[src/rtl/mem_port_arbiter_pkg.sv]
// Shared types and constants for the memory port arbiter.
package mem_port_arbiter_pkg;

  // FSM state encoding
  typedef enum logic [1:0] {
    IDLE   = 2'b00,
    BUSY_A = 2'b01,
    BUSY_B = 2'b10
  } state_t;

  // Address mux select values
  localparam logic SEL_FETCH = 1'b0;
  localparam logic SEL_DATA  = 1'b1;

  // Default parameter values
  localparam int STARVE_LIMIT_DEF = 4;
  localparam int TIMEOUT_DEF      = 64;
  localparam int CNT_W_DEF        = 7;

endpackage

[src/rtl/mem_port_arbiter_sat_counter.sv]
// Saturating up-counter with synchronous clear; clear wins over enable.
module sat_counter #(
  parameter int W   = 7,
  parameter int MAX = 127
) (
  input  logic         clk,
  input  logic         rst_n,
  input  logic         en,
  input  logic         clr,
  output logic [W-1:0] cnt
);

  // Count up while enabled, hold at MAX, zero on reset or clear
  always_ff @(posedge clk) begin
    if (!rst_n) begin
      cnt <= '0;
    end else if (clr) begin
      cnt <= '0;
    end else if (en && (cnt != W'(MAX))) begin
      cnt <= cnt + W'(1);
    end
  end

endmodule

[src/rtl/mem_port_arbiter.sv]
// Arbiter/sequencer for the shared memory port: fetch (A) vs data (B).
// Request/complete handshake: a requester holds req_x high until it sees
// done_x or err_x; the selection and write controls stay frozen from grant
// until that pulse, and mem_ready is only honoured while a transaction is open.
module mem_port_arbiter
  import mem_port_arbiter_pkg::*;
#(
  parameter int STARVE_LIMIT = STARVE_LIMIT_DEF,
  parameter int TIMEOUT      = TIMEOUT_DEF,
  parameter int CNT_W        = CNT_W_DEF
) (
  input  logic        Clk,
  input  logic        Reset,
  input  logic        req_a,
  input  logic        req_b,
  input  logic        we_b,
  input  logic [31:0] wdata_b,
  input  logic        mem_ready,
  input  logic [31:0] mem_rdata,
  output logic        mux_sel,
  output logic        mem_req,
  output logic        mem_we,
  output logic [31:0] mem_wdata,
  output logic        done_a,
  output logic        done_b,
  output logic        err_a,
  output logic        err_b,
  output logic [31:0] rdata,
  output logic [1:0]  state_dbg
);

  state_t      state_q, state_d;
  logic        mux_sel_d, mem_req_d, mem_we_d;
  logic [31:0] mem_wdata_d, rdata_d;
  logic        done_a_d, done_b_d, err_a_d, err_b_d;

  logic [CNT_W-1:0] wait_cnt, tmo_cnt;
  logic             starve, tmo_hit, grant_a;

  assign starve    = (wait_cnt >= CNT_W'(STARVE_LIMIT));
  assign tmo_hit   = (tmo_cnt == CNT_W'(TIMEOUT - 1));
  assign grant_a   = (state_q == IDLE) && (state_d == BUSY_A);
  assign state_dbg = state_q;

  // Starvation counter: A waiting with its request up, cleared once served
  sat_counter #(.W(CNT_W), .MAX((1 << CNT_W) - 1)) u_wait_cnt (
    .clk   (Clk),
    .rst_n (Reset),
    .en    (req_a),
    .clr   (!req_a || grant_a || (state_q == BUSY_A)),
    .cnt   (wait_cnt)
  );

  // Timeout counter: counts BUSY cycles, restarts in IDLE
  sat_counter #(.W(CNT_W), .MAX((1 << CNT_W) - 1)) u_tmo_cnt (
    .clk   (Clk),
    .rst_n (Reset),
    .en    (state_q != IDLE),
    .clr   (state_q == IDLE),
    .cnt   (tmo_cnt)
  );

  // Next-state and next-output logic; everything holds unless changed
  always_comb begin
    state_d     = state_q;
    mux_sel_d   = mux_sel;
    mem_req_d   = mem_req;
    mem_we_d    = mem_we;
    mem_wdata_d = mem_wdata;
    rdata_d     = rdata;
    done_a_d    = 1'b0;
    done_b_d    = 1'b0;
    err_a_d     = 1'b0;
    err_b_d     = 1'b0;
    case (state_q)
      IDLE: begin
        if (req_b && !(req_a && starve)) begin
          state_d     = BUSY_B;
          mux_sel_d   = SEL_DATA;
          mem_req_d   = 1'b1;
          mem_we_d    = we_b;
          mem_wdata_d = wdata_b;
        end else if (req_a) begin
          state_d   = BUSY_A;
          mux_sel_d = SEL_FETCH;
          mem_req_d = 1'b1;
          mem_we_d  = 1'b0;
        end
      end
      BUSY_A, BUSY_B: begin
        // mem_ready takes priority over a coincident timeout
        if (mem_ready) begin
          rdata_d   = mem_rdata;
          done_a_d  = (state_q == BUSY_A);
          done_b_d  = (state_q == BUSY_B);
          mem_req_d = 1'b0;
          mem_we_d  = 1'b0;
          state_d   = IDLE;
        end else if (tmo_hit) begin
          err_a_d   = (state_q == BUSY_A);
          err_b_d   = (state_q == BUSY_B);
          mem_req_d = 1'b0;
          mem_we_d  = 1'b0;
          state_d   = IDLE;
        end
      end
      default: begin
        state_d   = IDLE;
        mem_req_d = 1'b0;
        mem_we_d  = 1'b0;
      end
    endcase
  end

  // State and output registers
  always_ff @(posedge Clk) begin
    if (!Reset) begin
      state_q   <= IDLE;
      mux_sel   <= SEL_FETCH;
      mem_req   <= 1'b0;
      mem_we    <= 1'b0;
      mem_wdata <= '0;
      rdata     <= '0;
      done_a    <= 1'b0;
      done_b    <= 1'b0;
      err_a     <= 1'b0;
      err_b     <= 1'b0;
    end else begin
      state_q   <= state_d;
      mux_sel   <= mux_sel_d;
      mem_req   <= mem_req_d;
      mem_we    <= mem_we_d;
      mem_wdata <= mem_wdata_d;
      rdata     <= rdata_d;
      done_a    <= done_a_d;
      done_b    <= done_b_d;
      err_a     <= err_a_d;
      err_b     <= err_b_d;
    end
  end

endmodule

[config.mk]
export PLATFORM = sky130hd
export DESIGN_NAME = mem_port_arbiter
export DESIGN_NICKNAME = d
export VERILOG_FILES = /design/src/rtl/mem_port_arbiter_pkg.sv /design/src/rtl/mem_port_arbiter_sat_counter.sv /design/src/rtl/mem_port_arbiter.sv
export SDC_FILE = /design/constraint.sdc
export NUM_CORES = 1
export LEC_CHECK = 0
export CAP_MARGIN = 20
export CORE_UTILIZATION = 27
export CTS_CLUSTER_SIZE = 30
export DETAILED_ROUTE_END_ITERATION = 8
export GPL_TIMING_DRIVEN = 0
export SETUP_SLACK_MARGIN = 0.05
export SYNTH_ARGS = -nofsm -noshare
export SYNTH_HDL_FRONTEND = slang
export SYNTH_HIERARCHICAL = 1
export SYNTH_SLANG_ARGS = --single-unit
[constraint.sdc]
create_clock -name Clk -period 3.45 [get_ports Clk]
set_input_delay 1.035 -clock Clk [delete_from_list [all_inputs] [get_ports Clk]]
set_output_delay 1.035 -clock Clk [all_outputs]
set_load 0.02 [all_outputs]
== Yosys cells after proc, flatten, opt, wreduce, memory -nomap -nowiden ==
Cells that the tools add are included.
Word-level totals
  word-level logic and storage cells: 61
  register bits: 87
  input bits: 70
Operators by class
  reduce and logical (&&, ||, !) cells: 21
  add/sub/neg operators: 2
  equal/unequal tests: 8
  $lt $le $gt $ge: 1
  bitwise gates (word level): 3
  multiplexer cells: 14
Operators by type and width (number)
  $add A7 B1 Y7 const B: 2
  $ne A7 B7 Y1 const B: 2
  $mux W2: 4
  $reduce_and A2 Y1: 4
  $eq A7 B6 Y1 const B: 1
  $ge A7 B3 Y1 const B: 1
  $mux W1: 7
  $ne A3 B3 Y1 const B: 2
  $reduce_or A2 Y1: 3
  $logic_and A1 B1 Y1: 5
  $eq A2 B1 Y1 const B: 2
  $pmux W1 S2: 2
  $pmux W2 S2: 1
  $reduce_bool A2 Y1: 2
  $reduce_or A4 Y1: 1
  $not A1 Y1: 3
  $reduce_and A3 Y1: 1
  $eq A2 B2 Y1 const B: 1
  $logic_not A1 Y1: 2
  $logic_not A2 Y1: 1
  $logic_or A1 B1 Y1: 2

== Logic depth before layout (Yosys ltp) ==
Gate-level depths: netlist (run 1).
  depth after elaboration: 11
  depth in mapped cells: 9
  gate-level depth less buffers: 9

== Hierarchy ==
The synthesis (run 1) kept the hierarchy.
Modules (own cells, without submodules)
  mem_port_arbiter: times used 1, area an instance 2895.3 um2, cells each 296, sequential area each 1461.4 um2
  sat_counter: times used 2, area an instance 334.1 um2, cells each 35, sequential area each 140.1 um2

== Worst setup path after synthesis (run 1) ==
No wires, ideal clock.
  path kind: input to register
  from: input port mem_ready
  to: register u_wait_cnt.cnt[5]
  arrival: 2.371 ns
  setup time: 0.101 ns
  required time: 3.349 ns
  stages on the path: 6
  slack: 0.978 ns
  cells stage by stage: nand2b_1 > a41oi_2 > nand2_1 > a311o_1 > nand2b_1 > o41ai_1
On the way
  word-level cells in the longest chain between the ends: 7
RTL lines
  start: declaration: RTL line mem_port_arbiter.sv:18  | input logic mem_ready,
  $mux W2: RTL line mem_port_arbiter.sv:92  | if (mem_ready) begin
  $pmux W2 S2: RTL line mem_port_arbiter.sv:75  | case (state_q)
  $eq A2 B1 Y1: RTL line mem_port_arbiter.sv:42  | assign grant_a = (state_q == IDLE) && (state_d == BUSY_A);
  $logic_and A1 B1 Y1: RTL line mem_port_arbiter.sv:42
  $logic_or A1 B1 Y1 (2 in a row): RTL line mem_port_arbiter.sv:50  | .clr (!req_a || grant_a || (state_q == BUSY_A)),
  $reduce_or A2 Y1 (no line)
  end signal: assignment: RTL line mem_port_arbiter_sat_counter.sv:20  | cnt <= cnt + W'(1);
  end: declaration: RTL line mem_port_arbiter_sat_counter.sv:10  | output logic [W-1:0] cnt
No other way between the ends.
A chain may end at the register's enable or synchronous reset.

== Worst setup path after layout (run 1) ==
Ends and elaborated chain as after synthesis.

==> results of run 1 <==
stage by stage:
step,worst slack (ns),cell area [sq um]
detailed placement,0.237,5200
floorplan,0.978,3560
global route,0.454,5490
CTS,0.580,5490
finish,0.599,5490
global placement,0.304,5200
sequential cells by signal, indices dropped and copies added, names as in the netlist:
name / cells
done_b: 1
mem_req: 1
state_dbg: 2
mux_sel: 1
u_tmo_cnt/cnt: 7
u_wait_cnt/cnt: 7
mem_wdata: 32
err_a: 1
err_b: 1
rdata: 32
done_a: 1
mem_we: 1
cell type report:
type / count / share of cell area (%)
Sequential cell: 87 / 31.7
Multi-Input combinational cell: 253 / 30.3
Timing Repair Buffer: 142 / 25.9
Clock buffer: 12 / 4.49
Tap cell: 172 / 3.92
Buffer: 18 / 2.32
Clock inverter: 3 / 0.798
Inverter: 8 / 0.547
how the worst max path moves through the flow:
stage | start | endpoint | slack (ns) | depth (start not counted)
6_report | mem_ready | u_wait_cnt/cnt[5] | 0.60 | 7
3_3_place_gp | mem_ready | u_wait_cnt/cnt[5] | 0.30 | 7
5_1_grt | mem_ready | u_wait_cnt/cnt[5] | 0.45 | 7
4_1_cts | mem_ready | u_wait_cnt/cnt[5] | 0.58 | 7
3_5_place_dp | mem_ready | u_wait_cnt/cnt[5] | 0.24 | 7
2_1_floorplan | mem_ready | u_wait_cnt/cnt[5] | 0.98 | 6
power breakdown:
| group | switching (W) | total (W) | internal [W] |
|---|---|---|---|
| logic | 0.000242 | 0.000518 | 0.000276 |
| registers | 0.0000344 | 0.00110 | 0.00107 |
| clock network | 0.000380 | 0.000958 | 0.000577 |
| total | 0.000657 | 0.00258 | 0.00192 |
synth_stat cells, drive strengths merged (2+ instances only):
cell type  count
clkbuf        13
and3           2
a21boi        35
dfxtp         87
a211oi         6
inv            8
a311oi         2
o41ai          2
nor3           3
nand2         78
and4           2
a41oi          4
mux2i         36
nand3          3
nand2b         6
ha             6
nand4          3
o311ai         2
nor2b         35
a31oi          2
a21oi          6
o21ai          4
buf            5
nor2           7
critical path, stage by stage:
cell	delay, ns
clkdlybuf4s50_1	0.44
nand2b_1	0.20
a41oi_2	0.33
nand2_1	0.12
a311o_1	0.35
nand2b_1	0.23
o41ai_1	0.38
cell families (layout without fill, tap and decap cells):
kind of cell | after synthesis | after routing | share of synthesized area (%)
mux | 36 | 36 | 10.1
fa+ha+maj | 6 | 6 | 2.11
compound gates | 68 | 68 | 14.9
buf+inv | 26 | 183 | 4.42
flops | 87 | 87 | 48.9
simple gates | 143 | 143 | 19.6
metal layers:
layer | up-vias | share of wire (%) | track usage [%]
met1 | 1434 | 43 | 16.0
met4 | 0 | 1.5 | 4.81
met5 | - | 0 | 0
met3 | 9 | 4.4 | 3.76
met2 | 62 | 51 | 23.9
li1 | 1562 | - | -
==> summary.txt, run 1 <==
status = finished, final reports clean
FILL cells = 1,314
ant diodes = 0
ys async rst share = 0%
r2r endpoint = u_wait_cnt/cnt[5]
share of the synthesized area in the top cell type = 48.9%
Fin Hold WS = 0.465 ns
CTS Root Cell = clkbuf_16
routed vias = 3,067
initial DRC count = 120
DRC violations left = 0
fmax = 351 MHz
final net count = 595
HPWL after detailed placement = 7070 um
WHS Endpoint = rdata[11]
Core Footprint = 12,700 sq um
commonest non-fill, non-tap cell in the layout = clkdlybuf4s50_1
largest net degree at the start of global routing = 14
Final Max Slew Viols = 0
CTS tree = built
Pwr Density = 469 nW/um^2
Tmin final = 2.85 ns
Die ar. = 13,700 sq um
vias in the first global route = 2,964
hold_sp = rdata[11]
Lkg Pwr = 2.03 nW
Distinct cells, synth = 38
Slew @ Worst Pin = 0.492 ns
final setup vio count = 0
initial antenna violation count = 0
Total GRT Usage = 13.7%
layout cell share with drive strength beyond 1 = 4.97%
HP Class = reg -> reg
Synth Net Count = 442
crit path max fanout = 6
R2R Setup Slk = 0.95 ns
Arr. time, crit path = 3.08 ns
ys flop type = dfxtp_1
Clock transition at path regs = 0.06 ns
routed wire length = 9290 um
Post-CTS Repair Setup Buffers = 0
H-tree levels = 3
sequential share of the synthesized area = 48.9%
worst hold path depth = 2
post-route insts no fill = 695
number of hold-repair buffers added at the cts stage = 0
critical path class = in -> reg
CTS Buf Count = 9
Final Hold Viols = 0
startpoint types = input pin
total negative setup slack = 0 ns
Synth Cell Area = 3560 sq um
Die Ht = 117 um
P&R area growth vs syn = 54.1%
Die Wd = 117 um
Final Cycle Share = 82.6%
Tot Pwr = 0.00258 W
most frequent cells in the layout = 142 x clkdlybuf4s50_1, 87 x dfxtp_1, 78 x nand2_1
total gr overflow = 0
area of the multi-input gates = 1660 sq um
synth top area cells = dfxtp_1 49%, mux2i_1 10%, nand2_1 8.2%
Yosys top cell by area = dfxtp_1
DRT antenna net count = 0
Initial Util = 28.0%
DP Cell Count = 680
Syn Inst Count = 366
drt via density = 4.41
max-cap violations = 0
clock sinks = 87
# IOs = 143
Ys Warns = 6
Crit. End Element = flip-flop
Post-CTS Resized = 0
Worst Path Required = 3.68 ns
syn avg cell area = 9.74 sq um
GP Congestion = 0.780
Core Util, Final = 43.2%
Max VDD drop = 0.275 mV
num rows = 41
Worst-Skew Late Latency = 0.33 ns
Crit Reg-Reg Startpoint = state_dbg[0]
routed len/inst = 13.4 um
Synth Register Bits = 87
Register-to-Register Path Depth = 8
first-pass GRT wire length = 14,300 um
port bufs = 142
Clock Skew = 0.00629 ns
slew margin rel. = 67.1%
Post-synth EDFFs = 0
Clock Path Buffers = 2
Storage cell area = 1740 sq um
First-pass DRT Iterations = 4
RSZ-0062 raised after global routing = no
(Power assumes the default switching activity.)
==> inputs of run 2 (changes only) <==
==> constraint.sdc (replaced) <==
create_clock -name Clk -period 2.9 [get_ports Clk]
set_input_delay 0.87 -clock Clk [delete_from_list [all_inputs] [get_ports Clk]]
set_output_delay 0.87 -clock Clk [all_outputs]
set_load 0.02 [all_outputs]
==> results of run 2 <==
Same layout as run 1 (identical final DEF). Status: finished, final reports clean.
Main changes from that run: setup slack after placement 0.237 ns -> -0.148 ns; setup slack after layout 0.599 ns -> 0.214 ns; register-to-register setup slack 0.95 ns -> 0.40 ns; total power 0.00258 W -> 0.00307 W; worst IR drop on VDD 0.275 mV -> 0.327 mV
==> inputs of run 3 (changes only) <==
--- a/config.mk
+++ b/config.mk
@@ -9,7 +9,6 @@
 export CORE_UTILIZATION = 27
 export CTS_CLUSTER_SIZE = 30
 export DETAILED_ROUTE_END_ITERATION = 8
-export GPL_TIMING_DRIVEN = 0
 export SETUP_SLACK_MARGIN = 0.05
 export SYNTH_ARGS = -nofsm -noshare
 export SYNTH_HDL_FRONTEND = slang
==> run 3 against run 2 <==
Against the previous run:
- via count is essentially flat
- hold slack lost 0.0053 ns
- sequential power is essentially flat
- first-iteration DRC count shrank 11%
- critical path depth grew 1
- total power grew 1.4%
- highest routed layer unchanged
- largest power group unchanged
- final area is essentially flat
- combinational power shrank 3%
==> summary.txt, run 3 (synthesized netlist as in run 1, its figures left out) <==
Tmin final = 2.46 ns
# IOs = 143
status = finished, final reports clean
CTS Root Cell = clkbuf_16
crit path max fanout = 5
Sw Ratio = 25.2%
First-pass DRT Iterations = 4
total negative setup slack = 0 ns
Arr. time, crit path = 2.69 ns
Final Hold Viols = 0
commonest non-fill, non-tap cell in the layout = clkdlybuf4s50_1
Lkg Pwr = 2.04 nW
Clock transition at path regs = 0.06 ns
P&R area growth vs syn = 53.9%
Final Max Slew Viols = 0
Final Cycle Share = 84.8%
H-tree levels = 3
num rows = 41
Die ar. = 13,700 sq um
port bufs = 142
clock sinks = 87
drt via density = 4.47
RSZ-0062 raised after global routing = no
first-pass GRT wire length = 14,000 um
routed wire length = 9110 um
ant diodes = 0
fmax = 407 MHz
final net count = 586
post-route insts no fill = 687
Crit. End Element = flip-flop
biggest regs = mem_wdata x32, rdata x32
CTS tree = built
internal power = 0.00232 W
Clock Skew = 0.00678 ns
HPWL after detailed placement = 6650 um
sw power = 0.000785 W
Placed Area = 5170 sq um
initial antenna violation count = 0
DRT antenna net count = 0
Comb pwr share = 19.3%
Max VDD drop = 0.322 mV
Core Footprint = 12,700 sq um
total gr overflow = 0
Register-to-Register Path Depth = 9
startpoint types = input pin
Tot Pwr = 0.00311 W
Reg power frac = 42.1%
Post-CTS Resized = 0
DP Cell Count = 671
Post-CTS Repair Setup Buffers = 0
vias in the first global route = 2,944
Worst Path Required = 3.13 ns
CTS Buf Count = 9
DRC violations left = 0
Worst-Skew Late Latency = 0.33 ns
final setup vio count = 0
Slew @ Worst Pin = 0.388 ns
Total GRT Usage = 13.2%
routed len/inst = 13.3 um
Die Wd = 117 um
worst hold path depth = 2
critical path class = in -> reg
Final WS setup = 0.441 ns
Clock Path Buffers = 2
routed vias = 3,069
Design Area, Final = 5490 sq um
GP Congestion = 0.729
Initial Util = 28.0%
Pwr Density = 567 nW/um^2
max-cap violations = 0
HP Class = reg -> reg
most frequent cells in the layout = 141 x clkdlybuf4s50_1, 87 x dfxtp_1, 78 x nand2_1
initial DRC count = 107
largest net degree at the start of global routing = 36
number of hold-repair buffers added at the cts stage = 0
Die Ht = 117 um
slew margin rel. = 74.2%
Clock power frac = 38.6%
layout cell share with drive strength beyond 1 = 6.80%
dpl ws = 0.0890 ns
run 3: worst max-delay path: stages:
cell	delay (ns)
clkdlybuf4s50_1	0.43
nand2b_1	0.20
a41oi_2	0.23
nand2_1	0.10
a311o_1	0.33
nor2b_1	0.29
o311ai_1	0.15
o41ai_1	0.08
run 3: metal layers:
metal | global-route usage, % | wire length, um | up-vias
met4 | 6.33 | 214 | 0
li1 | - | - | 1541
met3 | 2.99 | 385 | 17
met2 | 23.6 | 4620 | 82
met1 | 15.0 | 3890 | 1429
met5 | 0 | 0 | -
run 3: worst paths after layout:
path	startpoint	to	slack, ns
worst min register to register	rdata[22]	rdata[22]	0.46
worst max register to register	state_dbg[0]	u_wait_cnt/cnt[5]	0.62
worst min-delay path	rdata[22]	rdata[22]	0.46
worst max-delay path	mem_ready	u_wait_cnt/cnt[5]	0.44
run 3: through the flow:
step / hold slack, ns / utilization (%)
final: 0.460 / 43.1
after global routing: 0.485 / 43.1
after CTS: 0.464 / 43.1
after detailed placement: 0.456 / 40.6
after global placement: 0.451 / 40.6
after floorplan: 0.452 / -
run 3: final cells by class:
class	count	area (sq um)
fill	1276	7240
sequential	87	1740
multi-input combinational	253	1680
timing repair buffer	151	1500
clock buffer	12	267
tap	172	215
clock inverter	4	52.6
inverter	8	30.0
run 3: power by group through the flow:
stage | sequential, W | clock, W | combinational [W]
5_1_grt | 0.00132 | 0.00129 | 0.000645
6_report | 0.00131 | 0.00120 | 0.000600
3_5_place_dp | 0.00134 | 0 | 0.000606
4_1_cts | 0.00131 | 0.00125 | 0.000608
3_3_place_gp | 0.00133 | 0 | 0.000596
2_1_floorplan | 0.00142 | 0 | 0.000238
